**src/rtl/motion_pkg.sv**
```systemverilog
// Shared definitions for the step-rate sequencer: FSM states and the layout
// of a 32-bit motion segment word popped from the segment FIFO.
package motion_pkg;

    typedef enum logic [1:0] {
        ST_IDLE     = 2'd0,
        ST_FETCH    = 2'd1,
        ST_WAIT_VLD = 2'd2,
        ST_RUN      = 2'd3
    } seq_state_e;

    localparam int SEG_INC_LSB = 0;
    localparam int SEG_INC_W   = 16;
    localparam int SEG_DUR_LSB = 16;
    localparam int SEG_DUR_W   = 16;

    localparam logic [SEG_DUR_W-1:0] DUR_MIN = 16'd1;

    // Cycles left after the first RUN cycle; a zero duration runs like DUR_MIN.
    function automatic logic [SEG_DUR_W-1:0] seg_remain(input logic [SEG_DUR_W-1:0] dur);
        logic [SEG_DUR_W-1:0] res;
        if (dur < DUR_MIN) begin
            res = 16'd0;
        end else begin
            res = dur - DUR_MIN;
        end
        return res;
    endfunction

endpackage

```
**src/rtl/step_edge_counter.sv**
```systemverilog
// Counts rising edges of the pulse generator output, with a synchronous clear
// used when the sequencer starts a new run.
module step_edge_counter (
    input  logic        clock_250k,
    input  logic        reset,
    input  logic        pulse_in,
    input  logic        clear,
    output logic [31:0] count
);

    logic        pulse_d_r;
    logic [31:0] count_r;
    logic        rise_s;

    assign rise_s = pulse_in & ~pulse_d_r;
    assign count  = count_r;

    // Pulse history and wrapping edge counter.
    always_ff @(posedge clock_250k or posedge reset) begin
        if (reset) begin
            pulse_d_r <= 1'b0;
            count_r   <= 32'd0;
        end else begin
            pulse_d_r <= pulse_in;
            if (clear) begin
                count_r <= 32'd0;
            end else if (rise_s) begin
                count_r <= count_r + 32'd1;
            end else begin
                count_r <= count_r;
            end
        end
    end

endmodule

```
**src/rtl/step_rate_sequencer.sv**
```systemverilog
// Pops motion segments from a FIFO and drives the pulse generator increment
// for each segment's duration, chaining segments without a rate gap.
module step_rate_sequencer #(
    parameter int VLD_TIMEOUT = 4,
    parameter int INC_W       = 16
) (
    input  logic             clock_250k,
    input  logic             reset,
    input  logic             enable,
    input  logic             abort,
    input  logic             clear_err,
    input  logic [31:0]      fifo_dout,
    input  logic             fifo_empty,
    input  logic             fifo_vld,
    input  logic             pulse_in,
    output logic             fifo_rd,
    output logic [INC_W-1:0] rate_inc,
    output logic             busy,
    output logic             seg_done,
    output logic             underrun,
    output logic             vld_err,
    output logic [31:0]      step_count
);

    import motion_pkg::*;

    localparam int TMR_W = $clog2(VLD_TIMEOUT + 1);

    seq_state_e           state_r, state_nxt_s;
    logic                 fifo_rd_r, fifo_rd_nxt_s;
    logic [INC_W-1:0]     rate_inc_r, rate_inc_nxt_s;
    logic                 busy_r;
    logic                 seg_done_r, seg_done_nxt_s;
    logic                 underrun_r, underrun_set_s;
    logic                 vld_err_r, vld_err_set_s;
    logic [SEG_DUR_W-1:0] remain_r, remain_nxt_s;
    logic [TMR_W-1:0]     timer_r, timer_nxt_s;
    logic                 start_ok_r;
    logic                 cnt_clear_s;

    // Next-state and next-output decode; abort overrides everything else.
    always_comb begin
        state_nxt_s    = state_r;
        fifo_rd_nxt_s  = 1'b0;
        rate_inc_nxt_s = rate_inc_r;
        seg_done_nxt_s = 1'b0;
        remain_nxt_s   = remain_r;
        timer_nxt_s    = timer_r;
        underrun_set_s = 1'b0;
        vld_err_set_s  = 1'b0;
        cnt_clear_s    = 1'b0;
        if (abort) begin
            state_nxt_s    = ST_IDLE;
            rate_inc_nxt_s = {INC_W{1'b0}};
            remain_nxt_s   = {SEG_DUR_W{1'b0}};
            timer_nxt_s    = {TMR_W{1'b0}};
        end else begin
            case (state_r)
                ST_IDLE: begin
                    rate_inc_nxt_s = {INC_W{1'b0}};
                    // start_ok_r keeps the first edge after reset release quiet
                    if (enable && !fifo_empty && start_ok_r) begin
                        state_nxt_s   = ST_FETCH;
                        fifo_rd_nxt_s = 1'b1;
                        cnt_clear_s   = 1'b1;
                    end else begin
                        state_nxt_s = ST_IDLE;
                    end
                end
                ST_FETCH: begin
                    state_nxt_s = ST_WAIT_VLD;
                    timer_nxt_s = TMR_W'(1);
                end
                ST_WAIT_VLD: begin
                    if (fifo_vld) begin
                        state_nxt_s    = ST_RUN;
                        rate_inc_nxt_s = INC_W'(fifo_dout[SEG_INC_LSB +: SEG_INC_W]);
                        remain_nxt_s   = seg_remain(fifo_dout[SEG_DUR_LSB +: SEG_DUR_W]);
                        timer_nxt_s    = {TMR_W{1'b0}};
                    end else if (timer_r >= TMR_W'(VLD_TIMEOUT)) begin
                        state_nxt_s    = ST_IDLE;
                        rate_inc_nxt_s = {INC_W{1'b0}};
                        vld_err_set_s  = 1'b1;
                        timer_nxt_s    = {TMR_W{1'b0}};
                    end else begin
                        timer_nxt_s = timer_r + TMR_W'(1);
                    end
                end
                ST_RUN: begin
                    if (remain_r != 16'd0) begin
                        remain_nxt_s = remain_r - 16'd1;
                    end else begin
                        seg_done_nxt_s = 1'b1;
                        if (enable && !fifo_empty) begin
                            // rate_inc holds through the refetch
                            state_nxt_s   = ST_FETCH;
                            fifo_rd_nxt_s = 1'b1;
                        end else if (enable) begin
                            state_nxt_s    = ST_IDLE;
                            rate_inc_nxt_s = {INC_W{1'b0}};
                            underrun_set_s = 1'b1;
                        end else begin
                            state_nxt_s    = ST_IDLE;
                            rate_inc_nxt_s = {INC_W{1'b0}};
                        end
                    end
                end
                default: begin
                    state_nxt_s    = ST_IDLE;
                    rate_inc_nxt_s = {INC_W{1'b0}};
                end
            endcase
        end
    end

    // State, datapath and registered outputs.
    always_ff @(posedge clock_250k or posedge reset) begin
        if (reset) begin
            state_r    <= ST_IDLE;
            fifo_rd_r  <= 1'b0;
            rate_inc_r <= {INC_W{1'b0}};
            busy_r     <= 1'b0;
            seg_done_r <= 1'b0;
            remain_r   <= {SEG_DUR_W{1'b0}};
            timer_r    <= {TMR_W{1'b0}};
            start_ok_r <= 1'b0;
        end else begin
            state_r    <= state_nxt_s;
            fifo_rd_r  <= fifo_rd_nxt_s;
            rate_inc_r <= rate_inc_nxt_s;
            busy_r     <= (state_nxt_s != ST_IDLE);
            seg_done_r <= seg_done_nxt_s;
            remain_r   <= remain_nxt_s;
            timer_r    <= timer_nxt_s;
            start_ok_r <= 1'b1;
        end
    end

    // Sticky error flags; a set in the same cycle beats clear_err.
    always_ff @(posedge clock_250k or posedge reset) begin
        if (reset) begin
            underrun_r <= 1'b0;
            vld_err_r  <= 1'b0;
        end else begin
            if (underrun_set_s) begin
                underrun_r <= 1'b1;
            end else if (clear_err) begin
                underrun_r <= 1'b0;
            end else begin
                underrun_r <= underrun_r;
            end
            if (vld_err_set_s) begin
                vld_err_r <= 1'b1;
            end else if (clear_err) begin
                vld_err_r <= 1'b0;
            end else begin
                vld_err_r <= vld_err_r;
            end
        end
    end

    step_edge_counter u_edge_counter (
        .clock_250k (clock_250k),
        .reset      (reset),
        .pulse_in   (pulse_in),
        .clear      (cnt_clear_s),
        .count      (step_count)
    );

    assign fifo_rd  = fifo_rd_r;
    assign rate_inc = rate_inc_r;
    assign busy     = busy_r;
    assign seg_done = seg_done_r;
    assign underrun = underrun_r;
    assign vld_err  = vld_err_r;

endmodule

```
**config.mk**
```make
export PLATFORM = sky130hd
export DESIGN_NAME = step_rate_sequencer
export DESIGN_NICKNAME = d
export VERILOG_FILES = /design/src/rtl/motion_pkg.sv /design/src/rtl/step_edge_counter.sv /design/src/rtl/step_rate_sequencer.sv
export SDC_FILE = /design/constraint.sdc
export NUM_CORES = 1
export LEC_CHECK = 0
export CAP_MARGIN = 20
export CORE_MARGIN = 5
export CORE_UTILIZATION = 51
export DETAILED_ROUTE_END_ITERATION = 6
export GPL_ROUTABILITY_DRIVEN = 0
export PLACE_DENSITY = 0.85
export SLEW_MARGIN = 20
export SYNTH_ARGS = -nofsm -noshare
export SYNTH_HDL_FRONTEND = slang
export SYNTH_SLANG_ARGS = --single-unit
```
**constraint.sdc**
```tcl
create_clock -name clock_250k -period 3.4 [get_ports clock_250k]
set_clock_uncertainty 0.15 [all_clocks]
set_input_delay 0.68 -clock clock_250k [delete_from_list [all_inputs] [get_ports clock_250k]]
set_output_delay 0.68 -clock clock_250k [all_outputs]
set_load 0.005 [all_outputs]
```
==> impl_metrics.tcl <==
set metrics [dict create \
    rsz0062_at_grt "no" \
    synthTopCellsByArea "dfrtp_1 (45%), xor2_1 (5.3%), nor2_1 (4.3%), a22o_1 (3.3%), ha_1 (3.2%)" \
    cts.clk_slew.worst_paths_ns 0.07 \
    post-route-drc-count 0 \
    numPortBuffers 92 \
    maxSlewViolCount 0 \
    cts_resized 0 \
    synth_top_family_by_area "simple AND/OR/NAND/NOR gates" \
    end_kind "register" \
    synthSimpleGateAreaFrac_pct 23.3 \
    antenna_found_initial 0 \
    critPathArrivalTime_ns 3.10 \
    dr.first_iter.drc_count 257 \
    grt_pass1_wl_mm 18.3 \
    synthFlopType "dfrtp_1" \
    postRouteAntennaNets 0 \
    grt_max_degree 48 \
    peakVddDrop_uv 215 \
    worstPathMaxFanout 6 \
    cp_slowest_cell "a2111oi_0" \
    dp_hpwl_mm 8.01 \
    numClockSinks 76 \
    synth_enable_flop_cells 0 \
    htreeDepth 3 \
    synthArstFlopShare_pct 100 \
    cp-start-kind "primary input" \
    finalNetCount 589 \
    max_stage_delay_ns 0.52 \
    setup_viol 0 \
    syn_nets 496 \
    ios 93 \
    crit_chain "clkdlybuf4s50_1 -> inv_1 -> ha_1 -> or3b_2 -> nor4_4 -> nand2_1 -> a2111oi_0 -> nor4_1" \
    fin_crit_ns 3.05 \
    hold_slack_ns 0.356 \
    drive_above_1_share_pct 7.93 \
    worst_ep_required_time_ns 3.46 \
    fmax_mhz 328 \
    numCtsBuffers 9 \
    start_util_pct 52.1 \
    post-route-util_pct 67.6 \
    yosys.area_share.adder_pct 3.23 \
    clockRootBuffer "clkbuf_8" \
    post_cts_buffers 0 \
    synth_compound_area_share_pct 16.9 \
    worstHoldPathType "register to register" \
    syn_avg_cell_area_um2 9.57 \
    die_area_mm2 0.0103 \
    fillers 609 \
    cts_tree "done" \
    fp.dieW_um 101 \
    yosysWarnings 0 \
    first_pass_iters 5 \
    die_h_um 101 \
    clk_latency_ns 0.35 \
    post_drt_wl_per_cell_um 17.0 \
    post-route-period-util_pct 89.6 \
    busiest_layer "met2" \
    n_antenna_cell 0 \
    muxShareOfSynthArea_pct 0.970 \
    met2_usage_pct 34.1 \
    crit_type "primary input to register" \
    slew_headroom_pct 52.9 \
    syn_inst 445 \
    drv_cap 0 \
    seq_area_frac_synth_pct 44.7 \
    cts_hold_buffers 0 \
    synth_top_cell_by_area "dfrtp_1" \
    synth_cell_type_count 64 \
    critPathLaunch "fifo_dout[16]" \
    globalRouteOverflowTotal 0 \
    synth_top_area_share_pct 44.7 \
    grt.total_usage_pct 21.9 \
    routed_wl_mm 11.0 \
    setup_tns_ns 0 \
    first_global_vias 3796 \
    vias 3914 \
    path_delay_family "simple AND/OR/NAND/NOR gates" \
    clockBufferDepth 2 \
    rows 33 \
    tightest_slew_ns 0.706 \
    use_met1_pct 30.9 \
    cp.buffers_inverters 2 \
    synth-xor-area-share_pct 7.00 \
    r2r-start "remain_r[0]$_DFFE_PP0P_" \
    viasPerCell 6.05 \
    status "completed" \
    synth.cell_area_mm2 0.00426 \
    coreArea_mm2 0.00818 \
    p_leak_nw 2.32 \
    synthToLayoutAreaGrowth_pct 29.8 \
    powerDensity_mw_per_mm2 498 \
    min-delay-start "vld_err$_DFFE_PP0P_" \
    ys_ff_latch 76 \
    hold_viol_final 0 \
    use_met3_pct 3.37 \
]
final cells by class:
cell class	count	area [µm²]	area share [%]
tap	105	131	2.38
clock inverter	6	90.1	1.63
timing repair buffer	101	1000	18.1
clock buffer	9	124	2.24
inverter	21	78.8	1.43
sequential	76	1900	34.4
multi-input combinational	329	2200	39.8
logic make-up (layout without fill, tap and decap cells):
kind of cell | Yosys count | in the layout
AND/OR/NAND/NOR | 179 | 179
other | 1 | 1
multiplexers | 4 | 4
adder cells (fa/ha/maj) | 11 | 11
AO/OA/AOI/OAI | 100 | 100
XOR/XNOR | 34 | 34
buffers and inverters | 40 | 137
flip-flops | 76 | 76
per-layer routing:
metal	wire length [µm]	up-vias	part of all wire (%)
li1	-	1825	-
met1	4730	1873	43
met2	5090	196	46
met3	946	20	8.6
met4	194	0	1.8
met5	0	-	0
sequential cells by signal, indices dropped and copies added (netlist names), 2 cells and up:
| signal | flops |
|---|---|
| remain_r | 16 |
| timer_r | 3 |
| u_edge_counter.count | 32 |
| state_r | 2 |
| rate_inc | 16 |
report_power, final:
part / internal [W] / switching [W] / total [W]
logic: 0.000377 / 0.000524 / 0.000900
clock network: 0.000410 / 0.000340 / 0.000750
registers: 0.000993 / 0.000108 / 0.00110
cells in the final DEF (no fill, tap or decap), types with 12 or more instances in the layout:
| master | Yosys | layout |
|---|---|---|
| inv_1 | 21 | 20 |
| dfrtp_1 | 76 | 76 |
| nand2_1 | 29 | 29 |
| xor2_1 | 26 | 26 |
| nand4_1 | 18 | 18 |
| clkdlybuf4s50_1 | 0 | 92 |
| nor2_1 | 49 | 48 |
| a22o_1 | 16 | 16 |
| o21ai_0 | 12 | 12 |
| a21oi_1 | 15 | 14 |
per-stage QoR:
step | std cells | instance area, µm² | power (W) | worst slack [ns]
finish | 647 | 5530 | 0.00275 | 0.354
global placement | 632 | 5310 | 0.00196 | 0.225
CTS | 647 | 5520 | 0.00274 | 0.410
detailed placement | 632 | 5310 | 0.00199 | 0.0446
global route | 647 | 5530 | 0.00291 | 0.270
floorplan | 445 | 4260 | 0.00168 | 0.632
path summary, 6_finish.rpt:
path | cells past startpoint | end | slack, ns
max | 8 | remain_r[14]$_DFFE_PP0P_ | 0.35
min | 1 | vld_err$_DFFE_PP0P_ | 0.36
max reg2reg | 7 | rate_inc[6]$_DFFE_PP0P_ | 0.75
min reg2reg | 1 | vld_err$_DFFE_PP0P_ | 0.36
max in group asynchronous | 3 | remain_r[1]$_DFFE_PP0P_ | 1.85
min in group asynchronous | 2 | rate_inc[2]$_DFFE_PP0P_ | 0.58
Yosys cell counts (8+ instances only):
cell / number
o21ai_0: 12
nor2_1: 49
clkbuf_1: 14
a22o_1: 16
a21oi_1: 15
or3_1: 10
nand3_1: 11
nor4_1: 9
xnor2_1: 8
xor2_1: 26
dfrtp_1: 76
nand4_1: 18
ha_1: 11
nor3_1: 10
inv_1: 21
a31oi_1: 8
nand2_1: 29
(Power assumes the default switching activity.)
